### src/rtl/mips_bus_pkg.sv
// Shared types and constants for the CPU-to-memory bus bridge.
package mips_bus_pkg;

  typedef enum logic [1:0] {
    IDLE,
    RD_REQ,
    RD_DONE,
    WR_DRAIN
  } bridge_state_t;

  localparam logic [31:0] POISON_WORD = 32'hDEADBEEF;
  localparam int TIMEOUT_DEFAULT = 64;

endpackage

### src/rtl/post_write_buf.sv
// Single-entry posted write buffer: holds one store
// (word address, data, lanes) until the bridge drains it.
module post_write_buf #(
  parameter int AW = 16
) (
  input  logic          clk,
  input  logic          rst_n,
  input  logic          load,
  input  logic          clr,
  input  logic [AW-1:0] addr_i,
  input  logic [31:0]   data_i,
  input  logic [3:0]    be_i,
  output logic          valid_o,
  output logic [AW-1:0] addr_o,
  output logic [31:0]   data_o,
  output logic [3:0]    be_o
);

  logic          valid_q, valid_d;
  logic [AW-1:0] addr_q, addr_d;
  logic [31:0]   data_q, data_d;
  logic [3:0]    be_q, be_d;

  always_comb begin
    valid_d = valid_q;
    addr_d  = addr_q;
    data_d  = data_q;
    be_d    = be_q;
    if (clr) valid_d = 1'b0;
    if (load) begin
      valid_d = 1'b1;
      addr_d  = addr_i;
      data_d  = data_i;
      be_d    = be_i;
    end
  end

  always_ff @(posedge clk or negedge rst_n) begin
    if (!rst_n) begin
      valid_q <= 1'b0;
      addr_q  <= '0;
      data_q  <= '0;
      be_q    <= '0;
    end else begin
      valid_q <= valid_d;
      addr_q  <= addr_d;
      data_q  <= data_d;
      be_q    <= be_d;
    end
  end

  assign valid_o = valid_q;
  assign addr_o  = addr_q;
  assign data_o  = data_q;
  assign be_o    = be_q;

endmodule

### src/rtl/mips_bus_bridge.sv
// Avalon-style CPU bus to req/ack memory port bridge with a
// posted write buffer, read-after-write ordering and a watchdog.
module mips_bus_bridge
  import mips_bus_pkg::*;
#(
  parameter int MEM_AW         = 16,
  parameter int TIMEOUT_CYCLES = TIMEOUT_DEFAULT
) (
  input  logic              clk,
  input  logic              reset,
  input  logic [31:0]       address,
  input  logic              read,
  input  logic              write,
  input  logic [31:0]       writedata,
  input  logic [3:0]        byteenable,
  output logic              waitrequest,
  output logic [31:0]       readdata,
  output logic              mem_req,
  output logic              mem_we,
  output logic [MEM_AW-1:0] mem_addr,
  output logic [31:0]       mem_wdata,
  output logic [3:0]        mem_be,
  input  logic              mem_ack,
  input  logic [31:0]       mem_rdata,
  output logic              bus_error
);

  localparam int CW = $clog2(TIMEOUT_CYCLES + 1);
  localparam logic [CW-1:0] CNT_LAST = CW'(TIMEOUT_CYCLES - 1);

  bridge_state_t     state_q, state_d;
  logic [CW-1:0]     cnt_q, cnt_d;
  logic [31:0]       rdata_q, rdata_d;
  logic              req_q, req_d;
  logic              we_q, we_d;
  logic [MEM_AW-1:0] addr_q, addr_d;
  logic [31:0]       wdata_q, wdata_d;
  logic [3:0]        be_q, be_d;
  logic              err_q, err_d;

  logic              wb_load, wb_clr, wb_valid;
  logic [MEM_AW-1:0] wb_addr;
  logic [31:0]       wb_data;
  logic [3:0]        wb_be;
  logic              wait_c;
  logic [MEM_AW-1:0] cpu_waddr;
  logic              unused_addr;

  assign cpu_waddr   = address[MEM_AW+1:2];
  assign unused_addr = ^{address[31:MEM_AW+2], address[1:0]};

  post_write_buf #(.AW(MEM_AW)) u_wbuf (
    .clk     (clk),
    .rst_n   (reset),
    .load    (wb_load),
    .clr     (wb_clr),
    .addr_i  (cpu_waddr),
    .data_i  (writedata),
    .be_i    (byteenable),
    .valid_o (wb_valid),
    .addr_o  (wb_addr),
    .data_o  (wb_data),
    .be_o    (wb_be)
  );

  always_comb begin
    state_d = state_q;
    cnt_d   = cnt_q;
    rdata_d = rdata_q;
    req_d   = req_q;
    we_d    = we_q;
    addr_d  = addr_q;
    wdata_d = wdata_q;
    be_d    = be_q;
    err_d   = err_q;
    wb_load = 1'b0;
    wb_clr  = 1'b0;
    wait_c  = 1'b1;
    unique case (state_q)
      IDLE: begin
        if (wb_valid) begin
          // a leftover buffered store always drains before any read
          wait_c  = read | write;
          state_d = WR_DRAIN;
          req_d   = 1'b1;
          we_d    = 1'b1;
          addr_d  = wb_addr;
          wdata_d = wb_data;
          be_d    = wb_be;
          cnt_d   = '0;
        end else if (read) begin
          state_d = RD_REQ;
          req_d   = 1'b1;
          we_d    = 1'b0;
          addr_d  = cpu_waddr;
          be_d    = byteenable;
          cnt_d   = '0;
        end else if (write) begin
          wait_c = 1'b0;
          if (byteenable != 4'b0000) begin
            wb_load = 1'b1;
            state_d = WR_DRAIN;
            req_d   = 1'b1;
            we_d    = 1'b1;
            addr_d  = cpu_waddr;
            wdata_d = writedata;
            be_d    = byteenable;
            cnt_d   = '0;
          end
        end else begin
          wait_c = 1'b0;
        end
      end
      RD_REQ: begin
        if (mem_ack) begin
          rdata_d = mem_rdata;
          req_d   = 1'b0;
          state_d = RD_DONE;
        end else if (cnt_q == CNT_LAST) begin
          rdata_d = POISON_WORD;
          req_d   = 1'b0;
          err_d   = 1'b1;
          state_d = RD_DONE;
        end else begin
          cnt_d = cnt_q + 1'b1;
        end
      end
      RD_DONE: begin
        wait_c  = 1'b0;
        state_d = IDLE;
      end
      WR_DRAIN: begin
        wait_c = read | write;
        if (mem_ack || cnt_q == CNT_LAST) begin
          wb_clr  = 1'b1;
          req_d   = 1'b0;
          err_d   = err_q | ~mem_ack;
          state_d = IDLE;
        end else begin
          cnt_d = cnt_q + 1'b1;
        end
      end
      default: state_d = IDLE;
    endcase
  end

  always_ff @(posedge clk or negedge reset) begin
    if (!reset) begin
      state_q <= IDLE;
      cnt_q   <= '0;
      rdata_q <= '0;
      req_q   <= 1'b0;
      we_q    <= 1'b0;
      addr_q  <= '0;
      wdata_q <= '0;
      be_q    <= '0;
      err_q   <= 1'b0;
    end else begin
      state_q <= state_d;
      cnt_q   <= cnt_d;
      rdata_q <= rdata_d;
      req_q   <= req_d;
      we_q    <= we_d;
      addr_q  <= addr_d;
      wdata_q <= wdata_d;
      be_q    <= be_d;
      err_q   <= err_d;
    end
  end

  assign waitrequest = ~reset | wait_c;
  assign readdata    = rdata_q;
  assign mem_req     = req_q;
  assign mem_we      = we_q;
  assign mem_addr    = addr_q;
  assign mem_wdata   = wdata_q;
  assign mem_be      = be_q;
  assign bus_error   = err_q;

endmodule
### config.mk
export PLATFORM = sky130hd
export DESIGN_NAME = mips_bus_bridge
export DESIGN_NICKNAME = d
export VERILOG_FILES = /design/src/rtl/mips_bus_pkg.sv /design/src/rtl/post_write_buf.sv /design/src/rtl/mips_bus_bridge.sv
export SDC_FILE = /design/constraint.sdc
export NUM_CORES = 1
export LEC_CHECK = 0
export CORE_MARGIN = 8
export CORE_UTILIZATION = 40
export CTS_CLUSTER_SIZE = 10
export DETAILED_ROUTE_END_ITERATION = 16
export PLACE_DENSITY = 0.7
export SETUP_SLACK_MARGIN = 0.2
export SYNTH_ARGS = -nofsm -noshare
export SYNTH_HDL_FRONTEND = slang
export SYNTH_SLANG_ARGS = --single-unit
### constraint.sdc
create_clock -name clk -period 2.4 [get_ports clk]
set_input_delay 0.48 -clock clk [delete_from_list [all_inputs] [get_ports clk]]
set_output_delay 0.48 -clock clk [all_outputs]
set_load 0.02 [all_outputs]
==> flow_metrics.env <==
export IMPL_grt_first_pass_wirelength_microns=24800
export IMPL_synth_area_leaders="dfrtp_1, mux2_2, o22a_1, mux2i_1, a21oi_1"
export IMPL_power_frac_comb_pct=44.2
export IMPL_drive_gt1_share_pct=26.5
export IMPL_min_period_over_period_pct=84.9
export IMPL_coreArea_sq_mm=0.0157
export IMPL_n_antenna_cell=0
export IMPL_drt_iter0_markers=144
export IMPL_setup_ws_ns=0.363
export IMPL_remaining_drc_errors=0
export IMPL_cp_end_kind="output port"
export IMPL_nFillCells=1308
export IMPL_cp_num_buf_inv=2
export IMPL_gp_congestion=0.817
export IMPL_cellLeakagePower_nw=3.80
export IMPL_hpwlAfterDp_microns=10700
export IMPL_cp_max_fo=3
export IMPL_clock_skew_ns=0.00852
export IMPL_grt_pass1_vias=4640
export IMPL_die_height_microns=142
export IMPL_cp_required_ns=1.92
export IMPL_p_switching_mw=4.29
export IMPL_grt_max_degree=150
export IMPL_synth_distinct_cells=45
export IMPL_critPathMaxStageDelay_ns=0.54
export IMPL_drt_first_pass_iters=4
export IMPL_critPathTopFamily="buffers and inverters"
export IMPL_numCtsBuffers=17
export IMPL_rsz0062_at_grt="no"
export IMPL_clockBufferDepth=2
export IMPL_synthesis_area_sq_mm=0.00632
export IMPL_setup_viol=0
export IMPL_slowest_stage="clkdlybuf4s50_1"
export IMPL_htreeDepth=4
export IMPL_vias_per_cell=4.98
export IMPL_ys_flop_type="dfrtp_1"
export IMPL_power_density_mw_per_mm2=1420
export IMPL_wl_per_cell_microns=17.8
export IMPL_io_pins=193
export IMPL_synth_top_cells_by_count="dfrtp_1, mux2_2, nor2_1, o22a_1, a21oi_1"
export IMPL_port_buffers=176
export IMPL_hold_viol=0
export IMPL_grt_remaining_overflow=0
export IMPL_worst_pin_slew_ns=0.806
export IMPL_synth_top_area_share_pct=59.0
export IMPL_final_util_pct=57.3
export IMPL_worstSetupPathType="input port to output port"
export IMPL_std_cell_rows=46
export IMPL_p_int_mw=8.43
export IMPL_yosysTopAreaCell="dfrtp_1"
export IMPL_synth_cells=449
export IMPL_nets=741
export IMPL_worst_setup_path_start_kind="input port"
export IMPL_yosysSeqAreaShare_pct=59.0
export IMPL_dieArea_sq_mm=0.0201
export IMPL_synth_edf_count=0
export IMPL_drv_cap=0
export IMPL_slew_headroom_pct=46.3
export IMPL_cts_setup_buffers=0
export IMPL_start_util_pct=40.4
export IMPL_clock_root_buffer="clkbuf_16"
export IMPL_synth_seq_cells=149
export IMPL_antenna_found_initial=0
export IMPL_cts_tree="yes"
export IMPL_worstPathCellList="clkdlybuf4s50_1, o21ai_0, a21o_1, nand2_1, clkbuf_2"
export IMPL_place_area_sq_mm=0.00839
export IMPL_outcome="finished clean"
export IMPL_clk_latency_ns=0.41
export IMPL_ir_drop_v=0.000547
export IMPL_swShare_pct=33.7
export IMPL_worstPathArrival_ns=1.56
export IMPL_synth_avg_cell_area_sq_um=14.1
export IMPL_die_w_microns=142
export IMPL_hp_class="input port to async pin"
export IMPL_synth_nets=555
export IMPL_fin_area_sq_mm=0.00898
export IMPL_track_usage_pct=15.8
export IMPL_drt_antenna_violating_nets=0
export IMPL_fmax_mhz=491
export IMPL_finalWirelength_microns=15300
export IMPL_maxSlewViolCount=0
export IMPL_num_vias=4295
export IMPL_yosys_warnings=0
export IMPL_path_clk_slew_ns=0.06
export IMPL_post_place_ws_ns=-0.0410
export IMPL_whs_ns=0.188
export IMPL_cts_sinks=149
export IMPL_clkPwrFrac_pct=21.1
export IMPL_async_flop_share_pct=100
export IMPL_synth_most_common_cell="dfrtp_1"
export IMPL_area_growth_pct=42.0
export IMPL_pwr_share_seq_pct=34.7
export IMPL_period_needed_ns=2.04
[power groups by stage]
stage               sequential, mW  combinational, mW  clock, mW
global placement              4.37               5.56          0
CTS                           4.42               5.72       2.76
detailed placement            4.45               5.71          0
global route                  4.57               6.05       2.86
finish                        4.42               5.62       2.68
floorplan                     5.21               2.51          0
[path summary, 6_finish.rpt]
path	start	slack [ns]	end	cells after the start
setup / recovery	write	0.36	waitrequest	5
hold / removal	reset	0.19	readdata[3]$_DFFE_PN0P_	2
setup reg to reg	u_wbuf.valid_o$_DFFE_PN0P_	0.54	cnt_q[0]$_DFFE_PN0P_	6
hold reg to reg	bus_error$_DFFE_PN0P_	0.48	bus_error$_DFFE_PN0P_	1
max in group asynchronous	reset	1.59	u_wbuf.valid_o$_DFFE_PN0P_	2
min in group clk	bus_error$_DFFE_PN0P_	0.48	bus_error$_DFFE_PN0P_	1
[cells in the final DEF, fill, tap and decap left out, types with 3 or more instances in the layout]
cell / Yosys / layout
nand2_1: 9 / 9
o21ai_0: 8 / 8
clkbuf_16: 0 / 17
mux2_2: 112 / 112
dfrtp_1: 149 / 148
a22o_1: 9 / 9
nand3_1: 3 / 3
a21oi_1: 23 / 23
nor2_1: 24 / 24
buf_12: 0 / 7
buf_4: 1 / 11
mux2_1: 5 / 5
o211ai_1: 3 / 3
bufinv_16: 0 / 3
mux2i_1: 20 / 20
clkdlybuf4s50_1: 0 / 174
inv_1: 3 / 3
clkinv_2: 0 / 4
o22a_1: 24 / 24
[registers in the layout, indices dropped and copies added (netlist names)]
name            cells
mem_be              4
mem_addr           16
u_wbuf.data_o      32
u_wbuf.addr_o      16
bus_error           1
cnt_q               7
mem_we              1
readdata           32
u_wbuf.valid_o      1
mem_wdata          32
state_q             2
u_wbuf.be_o         4
mem_req             1
[routing by layer]
layer / vias up / routed length (microns) / track usage, %
met3: 13 / 1070 / 4.64
met5: - / 0 / 0
met1: 2141 / 6600 / 19.6
met4: 0 / 172 / 5.94
met2: 134 / 7480 / 25.5
li1: 2007 / - / -
[timing repair]
action | CTS | global route
endpoints found under the hold margin | 0 | 0
hold buffers | 0 | 0
gates resized for setup | 1 | 3
endpoints found under the setup margin | 1 | 1
pin swaps | 0 | 0
[kinds of logic (layout without fill, tap and decap cells)]
family	count (synthesis)	in the layout	share of synthesized area, %
AND/OR/NAND/NOR	53	53	4.28
flip-flops	149	149	59.0
adder cells (fa/ha/maj)	1	1	0.198
multiplexers	137	137	24.0
buffers and inverters	31	228	3.29
AO/OA/AOI/OAI	78	78	9.23
[metrics by stage]
stage          power (mW)  std cells  TNS [ns]
3_5_place_dp         10.2        832   -0.0410
5_1_grt              13.5        862         0
6_report             12.7        862         0
2_1_floorplan        7.73        449         0
3_3_place_gp         9.94        832   -0.0445
4_1_cts              12.9        862         0
[area by class of cell]
class | count | area (sq um) | area share, %
Clock inverter | 9 | 128 | 1.42
Inverter | 4 | 15.0 | 0.167
Sequential cell | 149 | 3730 | 41.6
Timing Repair Buffer | 194 | 1980 | 22.1
Multi-Input combinational cell | 269 | 2390 | 26.7
Tap cell | 216 | 270 | 3.01
Clock buffer | 21 | 460 | 5.13
(Power assumes the default switching activity.)
==> edit 1, RTL diff (config.mk and constraints unchanged) <==
Re-encode `bridge_state_t` (4 states) as one-hot, 4 bits wide.
--- a/src/rtl/mips_bus_pkg.sv
+++ b/src/rtl/mips_bus_pkg.sv
@@ -1,11 +1,11 @@
 // Shared types and constants for the CPU-to-memory bus bridge.
 package mips_bus_pkg;
 
-  typedef enum logic [1:0] {
-    IDLE,
-    RD_REQ,
-    RD_DONE,
-    WR_DRAIN
+  typedef enum logic [3:0] {
+    IDLE     = 4'b0001,
+    RD_REQ   = 4'b0010,
+    RD_DONE  = 4'b0100,
+    WR_DRAIN = 4'b1000
   } bridge_state_t;
 
   localparam logic [31:0] POISON_WORD = 32'hDEADBEEF;
Check against the original RTL: same outputs for any inputs over 4 cycles, from zero or initial values and one cycle with reset low; so few cycles prove little.
==> edit 1 against the original RTL <==
- the run now ends with setup timing left
- register-to-register slack got worse by 410 ps
- global-route usage rose by 2.3 points
- sequential cell count rose by 2
- synthesized cell count rose by 11%
- combinational power rose by 13%
- fmax fell by 15%
- worst setup slack got worse by 370 ps
- sequential power rose by 4%
- total power rose by 7.1%
- clock skew barely moved
- design area rose by 3.2%
- wire length rose by 19%
- area after synthesis fell by 0.93%
==> edit 1: results (changes against the original RTL) <==
run_status:
  status: "complete, but fails checks"
  violations: "setup timing"
critical_path:
  crit_fanout: 5  # +2
  slowest_delay_ps: 570  # +30 ps
  cpLargestDelayFamily: "flip-flops"
  cp.arrival_ps: 1930  # +370 ps
  crit_slowest_cell: "dfstp_2"
route:
  dr.pass1.iters: 5  # +1
  wl_met3_mm: 1.12  # +5.0%
  drt-total-wl_mm: 18.2  # +19%
  wirelength_met1_mm: 7.15  # +8.2%
  wl_met2_mm: 9.58  # +28%
  drt_iter0_markers: 217  # +51%
timing:
  setup_viol: 1  # +1
  setup_slack_ps: -7.31  # -370 ps
  slew_headroom_pct: 46.9  # +0.61 points
grt:
  grt_pass1_wl_mm: 28.6  # +16%
  grt_pass1_vias: 5364  # +16%
  met3_usage_pct: 5.10  # +0.46 points
  use_met1_pct: 20.7  # +1.2 points
  grt_max_degree: 152  # +1.3%
  grt_use_met2_pct: 31.2  # +5.7 points
  grtUsageTotal_pct: 18.0  # +2.3 points
clocking:
  post_cts_buffers: 9  # +9
  cts_resized: 18  # +17
final_layout:
  stdcell_count: 917  # +6.4%
  seq_cells: 151  # +1.3%
  multi_input_cells: 304  # +13%
  final.clkbuf_count: 19  # -9.5%
  bufAreaShareNonClock_pct: 24.6  # +2.6 points
  inverters_excl_clock: 7  # +3
  final_nets: 803  # +8.4%
  drive_above_1_share_pct: 13.2  # -13 points
  clock_area_share_pct: 6.28  # -0.27 points
  regArea_sq_um: 3780  # +1.4%
yosys:
  syn_nets: 606  # +9.2%
  avgSynthCellArea_sq_um: 12.5  # -11%
  yosys-top-cells-area: "dfrtp_1 (60%), mux2_1 (9.0%), o22ai_1 (6.4%), a21oi_1 (4.2%), mux2i_1 (3.4%)"
  yosysSeqAreaShare_pct: 60.4  # +1.4 points
  netlist_top_cells_count: "dfrtp_1 (150), o22ai_1 (64), a21oi_1 (53)"
power:
  pwr-share-comb_pct: 46.8  # +2.6 points
  power.switching_mw: 4.93  # +15%
  peakVddDrop_mv: 0.932  # +70%
  leakagePower_nw: 3.92  # +3.2%
  sequentialPowerShare_pct: 33.8  # -0.9 points
  finalPower_mw: 13.6  # +7.1%
floorplan:
  die-width_microns: 141  # -0.41%
placed_design:
  dpl_cell_area_sq_um: 8360  # -0.31%
  dp_cells: 875  # +5.2%
## edit 1: kinds of logic after synthesis
group | after synthesis | synth area share [%]
simple gates | 55 | 4.72
flops | 151 | 60.4
compound gates | 173 | 18.1
buf+inv | 45 | 3.58
mux | 74 | 12.9
fa+ha+maj | 1 | 0.200
xor+xnor | 1 | 0.140
## edit 1: stage by stage
stage	util (%)	TNS, ps
after detailed placement	54.8	-1670
after floorplan	-	0
after CTS	60.1	-41.1
final	60.7	-7.31
after global routing	60.7	-76.3
after global placement	54.8	-525
## edit 1: path summary, 6_finish.rpt
check | start | endpoint | slack (ps) | depth (start not counted)
setup / recovery | state_q[0] | waitrequest | -7 | 5
hold / removal | reset | u_wbuf.data_o[6] | 210 | 2
setup reg to reg | state_q[0] | u_wbuf.data_o[2] | 130 | 9
hold reg to reg | bus_error | bus_error | 480 | 1
max in group asynchronous | reset | readdata[15] | 1590 | 2
min in group clk | bus_error | bus_error | 480 | 1
==> edit 2, RTL diff (config.mk and constraints unchanged) <==
Without the edit above. Set the parameter `MEM_AW` to 15 (it was 16).
--- a/src/rtl/mips_bus_bridge.sv
+++ b/src/rtl/mips_bus_bridge.sv
@@ -3,7 +3,7 @@
 module mips_bus_bridge
   import mips_bus_pkg::*;
 #(
-  parameter int MEM_AW         = 16,
+  parameter int MEM_AW         = 15,
   parameter int TIMEOUT_CYCLES = TIMEOUT_DEFAULT
 ) (
   input  logic              clk,
Ports: changed (resized mem_addr); port bits go from 193 to 192. The function was not compared with the original's and may differ.
==> edit 2 against the original RTL <==
- first-iteration DRC count is 36% higher
- clock power is 8.2% higher
- design area is 1.5% lower
- area after synthesis is 2.3% lower
- cell count is 3.9% lower
- critical path type unchanged
- wire length is 2.4% lower
- total power is 0.18% higher
- worst hold slack better by 72 ps
- fmax is 0.22% higher
- largest power group unchanged
- sequential cell count is 2 lower
- global-route usage is 0.18 points lower
- worst setup slack better by 4.4 ps
==> edit 2: results (changes against the original RTL) <==
timing:
  whs_ps: 261  # +72.4 ps
  slew_headroom_pct: 32.3  # -14 points
  period_minus_slack_ps: 2030  # -4.43 ps
  fin_skew_ps: 11.3  # +2.77 ps
yosys:
  syn_nets: 549  # -1.1%
  ys_types: 45  # unchanged
  async_reset_ff_share_pct: 100  # unchanged
  netlist_top_cells_count: "dfrtp_1 (147), mux2_2 (111), o22a_1 (24)"
  yosys-top-cells-area: "dfrtp_1 (60%), mux2_2 (20%), o22a_1 (3.4%), mux2i_1 (3.1%), a21oi_1 (1.8%)"
  avgSynthCellArea_sq_um: 13.9  # -0.97%
  yosysWarnings: 0  # unchanged
  yosysSeqAreaShare_pct: 59.6  # +0.58 points
power:
  pwr.group.combinational_mw: 5.46  # -3%
  p_seq_mw: 4.37  # -1%
  leakagePower_nw: 3.73  # -1.8%
  finalPower_mw: 12.7  # +0.18%
  p_sw_share_pct: 33.3  # -0.39 points
  peakVddDrop_mv: 0.683  # +25%
clocking:
  clkTransAtPathRegs_ps: 60  # about the same
  root_buffer: "clkbuf_16"
  clock_latency_ps: 410  # about the same
  cts.path.max_buffers: 2  # unchanged
  cts_buffers: 17  # unchanged
  h-tree-depth: 4  # unchanged
  post_cts_buffers: 0  # unchanged
run_status:
  status: "complete, no violations"
placed_design:
  hpwl_mm: 10.5  # -1.7%
  gp_congestion: 0.761  # -6.8%
  pre_cts_ws_ps: -32.8  # +8.19 ps
  dpl_cell_area_sq_um: 8190  # -2.4%
  port_buffers: 174  # -1.1%
  dp_cells: 796  # -4.3%
final_layout:
  antenna_cells: 0  # unchanged
  fillers: 1228  # -6.1%
  final_nets: 733  # -1.1%
  drive_above_1_share_pct: 26.7  # +0.25 points
critical_path:
  reg2reg_slack_ps: 550
  reg2reg_from: "cnt_q[0]"
  crit_fanout: 3  # unchanged
  crit_path_start: "read"
route:
  routed_via_density: 5.10  # +2.4%
  wire_per_inst_microns: 18.1  # +1.6%
  drt-total-wl_mm: 15.0  # -2.4%
  drt_iter0_markers: 196  # +36%
  dr.pass1.iters: 4  # unchanged
grt:
  grt_max_degree: 82  # -45%
  grt_pass1_wl_mm: 24.6  # -0.61%
  antenna_found_initial: 0  # unchanged
  grt_pass1_vias: 4813  # +3.7%
  grtUsageTotal_pct: 15.6  # -0.18 points
hold_path:
  hold_class: "in2async"
==> edit 2: changes by cell type in the layout (fill, tap and decap cells not counted), moves of 2 or more <==
cell             before  now
buf_12                7    3
buf_4                11   15
bufinv_16             3    5
clkdlybuf4s50_1     174  172
clkinv_2              4    1
clkinvlp_4            0    3
dfrtp_1             148  146
==> edit 2: worst max-delay path, stage by stage <==
cell and delay, ps:
clkdlybuf4s50_1 520, o21ai_0 110, a21o_1 190, nand2_1 80
clkbuf_2 180
==> edit 2: final cells by class <==
cell class,instances,area [sq um],share of cell area (%)
Clock buffer,20,447,5.05
Inverter,4,15.0,0.170
Sequential cell,147,3680,41.6
Tap cell,188,235,2.66
Clock inverter,12,204,2.31
Multi-Input combinational cell,265,2350,26.5
Timing Repair Buffer,192,1910,21.6
==> edit 2: repair_timing <==
| item | in CTS | in global routing |
|---|---|---|
| hold buffers | 0 | 0 |
| gates resized for setup | 1 | 3 |
| pin swaps | 0 | 0 |
| setup endpoints to repair | 1 | 1 |
==> edit 2: logic make-up after synthesis <==
logic type | share of synthesized area (%)
adder cells (fa/ha/maj) | 0.203
AO/OA/AOI/OAI | 9.24
buffers and inverters | 2.57
flip-flops | 59.6
AND/OR/NAND/NOR | 4.17
multiplexers | 24.2
==> edit 2: final timing paths <==
check,cells after the start,to
min in group clk,1,readdata[18]
hold reg to reg,1,readdata[18]
max in group asynchronous,2,u_wbuf.data_o[4]
setup / recovery,5,waitrequest
setup reg to reg,5,cnt_q[3]
hold / removal,2,cnt_q[2]
==> edit 2: layer usage <==
metal	global-route usage, %	share of wire, %
met3	6.46	7.3
met5	0	0
met4	4.23	0.58
met2	26.6	50
met1	17.6	42
